`src/rtl/multdiv_pkg.sv`:
```
// Shared types for the HI/LO multiply/divide unit, also imported by the execute
// and hazard logic.
package multdiv_pkg;

    typedef enum logic [1:0] {
        OP_MULT  = 2'b00,
        OP_MULTU = 2'b01,
        OP_DIV   = 2'b10,
        OP_DIVU  = 2'b11
    } multdiv_op_t;

    typedef enum logic [2:0] {
        ST_IDLE = 3'd0,
        ST_MUL  = 3'd1,
        ST_DIV  = 3'd2,
        ST_FIX  = 3'd3,
        ST_DONE = 3'd4
    } multdiv_state_t;

    // Magnitude of a 32-bit operand; -2^31 maps onto 32'h8000_0000 unsigned.
    function automatic logic [31:0] mag32(input logic [31:0] v, input logic is_signed);
        return (is_signed && v[31]) ? (~v + 32'd1) : v;
    endfunction

endpackage

```
`src/rtl/multdiv_ctrl_if.sv`:
```
// Execute-stage request / result bundle for the multiply/divide unit.
interface multdiv_ctrl_if;
    import multdiv_pkg::*;

    logic        start;
    multdiv_op_t op;
    logic [31:0] a;
    logic [31:0] b;
    logic        flush;
    logic        busy;
    logic        done;
    logic [31:0] hi;
    logic [31:0] lo;

    modport master (output start, op, a, b, flush, input busy, done, hi, lo);
    modport slave  (input start, op, a, b, flush, output busy, done, hi, lo);
endinterface

```
`src/rtl/multdiv_ctrl_div_iter.sv`:
```
// Restoring radix-2 divider on unsigned magnitudes, one quotient bit per step.
module div_iter (
    input  logic        clk,
    input  logic        resetn,
    input  logic        load,
    input  logic        step,
    input  logic [31:0] dividend,
    input  logic [31:0] divisor,
    output logic [31:0] quotient,
    output logic [31:0] remainder,
    output logic        last
);
    logic [31:0] rem;
    logic [31:0] quo;
    logic [31:0] dsr;
    logic [5:0]  cnt;
    logic [32:0] rem_sh;
    logic [32:0] diff;

    // Dividend bits shift out of quo into rem while quotient bits shift in.
    always_comb begin
        rem_sh = {rem, quo[31]};
        diff   = rem_sh - {1'b0, dsr};
    end

    always_ff @(posedge clk or negedge resetn) begin
        if (!resetn) begin
            rem <= '0;
            quo <= '0;
            dsr <= '0;
            cnt <= '0;
        end else if (load) begin
            rem <= '0;
            quo <= dividend;
            dsr <= divisor;
            cnt <= '0;
        end else if (step) begin
            rem <= diff[32] ? rem_sh[31:0] : diff[31:0];
            quo <= {quo[30:0], ~diff[32]};
            cnt <= cnt + 6'd1;
        end
    end

    assign quotient  = quo;
    assign remainder = rem;
    assign last      = (cnt == 6'd31);
endmodule

```
`src/rtl/multdiv_ctrl.sv`:
```
// HI/LO multiply/divide controller: fixed-latency multiply, 32-step iterative
// divide with sign fix-up, flush and one-cycle turnaround.
module multdiv_ctrl
    import multdiv_pkg::*;
#(
    parameter int unsigned MULT_LATENCY = 3
) (
    input logic           clk,
    input logic           resetn,
    multdiv_ctrl_if.slave bus
);
    localparam logic [2:0] MUL_CNT_INIT = 3'(MULT_LATENCY - 2);

    multdiv_state_t state, state_d;
    multdiv_op_t    op_q;
    logic [31:0]    a_q, b_q;
    logic           div0_q;
    logic [2:0]     mul_cnt;
    logic [31:0]    hi, lo;

    logic        accept;
    logic        div_last;
    logic [31:0] quo, rem;
    logic [31:0] dvd_mag, dvs_mag;

    assign accept  = (state == ST_IDLE) && bus.start && !bus.flush;
    assign dvd_mag = mag32(bus.a, bus.op == OP_DIV);
    assign dvs_mag = mag32(bus.b, bus.op == OP_DIV);

    div_iter u_div (
        .clk       (clk),
        .resetn    (resetn),
        .load      (accept && bus.op[1]),
        .step      (state == ST_DIV),
        .dividend  (dvd_mag),
        .divisor   (dvs_mag),
        .quotient  (quo),
        .remainder (rem),
        .last      (div_last)
    );

    logic        mul_signed, div_signed, q_neg, r_neg;
    logic [63:0] a_ext, b_ext, product;
    logic [31:0] div_hi, div_lo;

    // Low 64 bits of the 64x64 product of extended operands equal the exact
    // signed or unsigned 32x32 product.
    always_comb begin
        mul_signed = (op_q == OP_MULT);
        a_ext      = {{32{mul_signed & a_q[31]}}, a_q};
        b_ext      = {{32{mul_signed & b_q[31]}}, b_q};
        product    = a_ext * b_ext;
        div_signed = (op_q == OP_DIV);
        q_neg      = div_signed & (a_q[31] ^ b_q[31]);
        r_neg      = div_signed & a_q[31];
        div_lo     = div0_q ? '1  : (q_neg ? (~quo + 32'd1) : quo);
        div_hi     = div0_q ? a_q : (r_neg ? (~rem + 32'd1) : rem);
    end

    always_comb begin
        state_d = state;
        case (state)
            ST_IDLE: if (accept) state_d = !bus.op[1] ? ST_MUL : ((bus.b == '0) ? ST_FIX : ST_DIV);
            ST_MUL:  if (mul_cnt == '0) state_d = ST_DONE;
            ST_DIV:  if (div_last) state_d = ST_FIX;
            ST_FIX:  state_d = ST_DONE;
            ST_DONE: state_d = ST_IDLE;
            default: state_d = ST_IDLE;
        endcase
        if (bus.flush) state_d = ST_IDLE;
    end

    always_ff @(posedge clk or negedge resetn) begin
        if (!resetn) begin
            state   <= ST_IDLE;
            op_q    <= OP_MULT;
            a_q     <= '0;
            b_q     <= '0;
            div0_q  <= 1'b0;
            mul_cnt <= '0;
            hi      <= '0;
            lo      <= '0;
        end else begin
            state <= state_d;
            if (accept) begin
                op_q    <= bus.op;
                a_q     <= bus.a;
                b_q     <= bus.b;
                div0_q  <= (bus.b == '0);
                mul_cnt <= MUL_CNT_INIT;
            end else if (state == ST_MUL && mul_cnt != '0) begin
                mul_cnt <= mul_cnt - 3'd1;
            end
            // Flush forces state_d to IDLE, so a killed operation never writes.
            if (state_d == ST_DONE) begin
                if (state == ST_MUL) begin
                    {hi, lo} <= product;
                end else begin
                    hi <= div_hi;
                    lo <= div_lo;
                end
            end
        end
    end

    assign bus.busy = (state == ST_MUL) || (state == ST_DIV) || (state == ST_FIX);
    assign bus.done = (state == ST_DONE);
    assign bus.hi   = hi;
    assign bus.lo   = lo;
endmodule

```
`src/flat_wrapper.sv`:
```
// flat-port wrapper written by rule: the top's interface ports become plain ports
module multdiv_ctrl_flat import multdiv_pkg::*;
#(
    parameter int unsigned MULT_LATENCY = 3
)
  (clk, resetn, bus_start, bus_op, bus_a, bus_b, bus_flush, bus_busy, bus_done, bus_hi, bus_lo);
  multdiv_ctrl_if bus_i ();
  input logic clk;
  input logic resetn;
  input wire logic [$bits(bus_i.start)-1:0] bus_start;
  input wire logic [$bits(bus_i.op)-1:0] bus_op;
  input wire logic [$bits(bus_i.a)-1:0] bus_a;
  input wire logic [$bits(bus_i.b)-1:0] bus_b;
  input wire logic [$bits(bus_i.flush)-1:0] bus_flush;
  output wire logic [$bits(bus_i.busy)-1:0] bus_busy;
  output wire logic [$bits(bus_i.done)-1:0] bus_done;
  output wire logic [$bits(bus_i.hi)-1:0] bus_hi;
  output wire logic [$bits(bus_i.lo)-1:0] bus_lo;
  assign bus_i.start = bus_start;
  assign bus_i.op = bus_op;
  assign bus_i.a = bus_a;
  assign bus_i.b = bus_b;
  assign bus_i.flush = bus_flush;
  assign bus_busy = bus_i.busy;
  assign bus_done = bus_i.done;
  assign bus_hi = bus_i.hi;
  assign bus_lo = bus_i.lo;
  multdiv_ctrl #(.MULT_LATENCY(MULT_LATENCY)) u_core (.clk(clk), .resetn(resetn), .bus(bus_i));
endmodule
```
`config.mk`:
```
export PLATFORM = sky130hd
export DESIGN_NAME = multdiv_ctrl_flat
export DESIGN_NICKNAME = d
export VERILOG_FILES = /design/src/rtl/multdiv_pkg.sv /design/src/rtl/multdiv_ctrl_if.sv /design/src/rtl/multdiv_ctrl_div_iter.sv /design/src/rtl/multdiv_ctrl.sv /design/src/flat_wrapper.sv
export SDC_FILE = /design/constraint.sdc
export NUM_CORES = 2
export LEC_CHECK = 0
export ABC_CLOCK_PERIOD_IN_PS = 24000
export BUFFER_PORTS_ARGS = -buffer_cell sky130_fd_sc_hd__clkbuf_2
export CORE_ASPECT_RATIO = 1.4
export CORE_MARGIN = 3
export CORE_UTILIZATION = 55
export CTS_CLUSTER_SIZE = 14
export DETAILED_ROUTE_END_ITERATION = 10
export PLACE_DENSITY = 0.72
export SLEW_MARGIN = 15
export SYNTH_ARGS = -nofsm -noshare
export SYNTH_HDL_FRONTEND = slang
export SYNTH_SLANG_ARGS = --single-unit
```
`constraint.sdc`:
```
create_clock -name clk -period 24 [get_ports clk]
set_input_delay 4.8 -clock clk [delete_from_list [all_inputs] [get_ports clk]]
set_output_delay 4.8 -clock clk [all_outputs]
set_load 0.05 [all_outputs]
```
==> results.md <==
- Clk slew on worst S/H paths: 70 ps
- Worst path max stage delay: 870 ps
- Yosys reg bits: 239
- Synth Area in XOR/XNOR: 0.0361
- Tightest Pin Transition: 1110 ps
- Die Y: 371 µm
- Starting Density: 0.557
- Clock latency on the worst-skew pair: 540 ps
- First-pass detailed-route iteration total: 7
- CP arrival: 9760 ps
- Synthesized area: 0.0524 mm²
- Ports: 136
- Maximum clock frequency: 108 MHz
- Vias in the first global route: 43600
- CTS sink cnt: 239
- Synth top area share: 0.430
- Setup TNS: 0 ps
- # H-tree levels: 1
- Synth Area in Compound Gates: 0.0794
- CP max-delay cell: fa_1
- Commonest cells post-synth: 1258 x inv_1, 1148 x nand2_1, 1126 x fa_1
- Die ar.: 0.0991 mm²
- First-pass GRT wire length: 237 mm
- Synth area leaders: fa_1 43%, dfrtp_1 11%, inv_1 9.0%, nand2_1 8.2%, ha_1 6.0%
- Worst Path Buf+Inv: 8
- Unrepaired setup endpoints after global routing: false
- Status: finished clean
- Adder-cell area share of the yosys netlist: 0.490
- Initial DRC count: 2944
- Post-Synth Simple-Gate Area: 0.156
- Die width: 267 µm
- # rows: 133
- Max_cap viols: 0
- Root Driver: clkbuf_16
- # nets final: 7325
- Post-CTS Setup Bufs: 0
- Syn Inst Count: 5996
- Max-Slew Margin vs Limit: 0.262
- TritonCTS clock tree: built
- Delay-heaviest family, CP: adder cells
- Drc violations: 0
- Wirelength, routed: 147 mm
- Most used flip-flop cell after synthesis: dfrtp_1
- Routed vias: 40600
- Longest Clk Path Bufs: 3
- Hold depth: 2
- Cell count along the critical path: 28
- Seq/Total Area, Yosys: 0.114
- Initial antenna violation count: 4
- Total GRT Usage: 0.308
- Final Setup Violations: 0
- GRT Residual Overflow: 0
- EDFF count, synth: 0
- Min-Delay Path Class: reg2reg
- Mux contribution to synthesized area: 0.00795
- Critical path class: reg2reg
- Critical Path Most Common Cell: fa_1
- Clk_skew: 12.6 ps
- P&R area growth vs syn: 4.47%
- DP HPWL: 115 mm
- Final hold vios: 0
- Post-synth cell types: 82
- CP endpoint kind: flop
- Via density: 5.70
- Fraction of registers with async set/reset: 1.00
- Largest net degree at the start of global routing: 157
- Final min period: 9280 ps
- Fin. max-slew vios: 0
- Synthesized area per cell: 8.74 µm²
- IO Port Bufs: 135
- Routed Antenna Nets: 0
- Area leader, netlist: fa_1
- DR WL/cell: 20.6 µm
- Post-cts repair resize count: 0
- Largest family of logic cells by synthesized area: adder cells
- Register-to-Register Path Depth: 28
- Placer Congestion: 0.985
- Largest fanout on the critical path: 55
- WP data required: 24480 ps
- Layout cell share with drive strength beyond 1: 0.0526
- Worst setup SP type: flop
- Core ar.: 0.0942 mm²
- Mapped Nets: 7444
- Finished Core Util: 0.582
- Hold_buf cts: 0
- Most frequent cell after synthesis: inv_1
- Synth warn: 0
- Final period util: 0.387
- TritonCTS Buffers: 24
[flip-flops by register name (all words and copies together), names as in the netlist]
| register | flops |
|---|---|
| u_core.u_div.cnt | 6 |
| u_core.u_div.remainder | 32 |
| u_core.mul_cnt | 3 |
| u_core.a_q | 32 |
| u_core.div0_q | 1 |
| u_core.bus.hi | 32 |
| u_core.b_q | 32 |
| u_core.op_q | 2 |
| u_core.u_div.dsr | 32 |
| u_core.bus.lo | 32 |
| u_core.u_div.quotient | 32 |
| u_core.state | 3 |
[final timing paths]
kind	slack [ps]	from	end
setup / recovery	14720	u_core.a_q[31]	u_core.bus.hi[31]
hold / removal	480	u_core.b_q[4]	u_core.b_q[4]
setup reg to reg	14720	u_core.a_q[31]	u_core.bus.hi[31]
hold reg to reg	480	u_core.b_q[4]	u_core.b_q[4]
max in group asynchronous	18420	resetn	u_core.div0_q
min in group asynchronous	4230	resetn	u_core.bus.hi[27]
[worst reg2reg max path, delay by kind of cell, from the launching register on]
kind | cells | cell delay, ps
AND/OR/NAND/NOR | 3 | 930
flip-flops | 1 | 320
buffers and inverters | 8 | 1540
AO/OA/AOI/OAI | 8 | 1810
adder cells (fa/ha/maj) | 9 | 4630
[routing by layer]
metal	vias to the layer above	global-route usage	routed length (µm)
met4	2	0.149	8110
met3	396	0.0406	10100
met2	1547	0.540	74700
met5	-	0	13
li1	17700	-	-
met1	20900	0.377	53800
[placed cells by master, fill, tap and decap left out, types with 16 or more instances in the layout]
| master | n |
|---|---|
| a21o_1 | 49 |
| a21oi_1 | 164 |
| a22oi_1 | 34 |
| a31oi_1 | 25 |
| and2_1 | 286 |
| and3_1 | 32 |
| buf_4 | 75 |
| clkbuf_16 | 25 |
| clkbuf_2 | 134 |
| dfrtp_1 | 228 |
| fa_1 | 1125 |
| ha_1 | 252 |
| inv_1 | 1258 |
| mux2i_1 | 36 |
| nand2_1 | 1144 |
| nand2b_1 | 18 |
| nand3_1 | 57 |
| nand4_1 | 16 |
| nor2_1 | 146 |
| nor3_1 | 36 |
| o21ai_0 | 231 |
| o21bai_1 | 16 |
| o22ai_1 | 33 |
| o31ai_1 | 23 |
| xnor2_1 | 127 |
| xor2_1 | 89 |
[metrics by stage]
| step | hold slack [ps] | instances | setup slack [ps] | area, µm² |
|---|---|---|---|---|
| 2_1_floorplan | 450 | 5996 | 15850 | 52400 |
| 3_3_place_gp | 459 | 7066 | 15030 | 53900 |
| 3_5_place_dp | 465 | 7066 | 14750 | 53900 |
| 4_1_cts | 480 | 7109 | 14730 | 54800 |
| 5_1_grt | 493 | 7109 | 14060 | 54800 |
| 6_report | 476 | 7115 | 14720 | 54800 |
[cell type report]
cell class	instances	area [µm²]
clock inverters	9	145
clock buffers	34	719
well taps	1215	1520
fillers	8510	39400
diodes	6	15.0
multi-input cells	4143	40400
flip-flops and latches	239	5990
inverters	1258	4720
repair buffers	211	1270
[cell families (layout without fill, tap and decap cells)]
kind of cell / count (synthesis) / in the layout
flops: 239 / 239
compound gates: 679 / 679
fa+ha+maj: 1378 / 1378
other cells: 0 / 6
simple gates: 1829 / 1829
buf+inv: 1614 / 1512
xor+xnor: 216 / 216
mux: 41 / 41
Power is not shown: default switching activity piles up to over one toggle a cycle in this logic, so the estimate is an artifact.
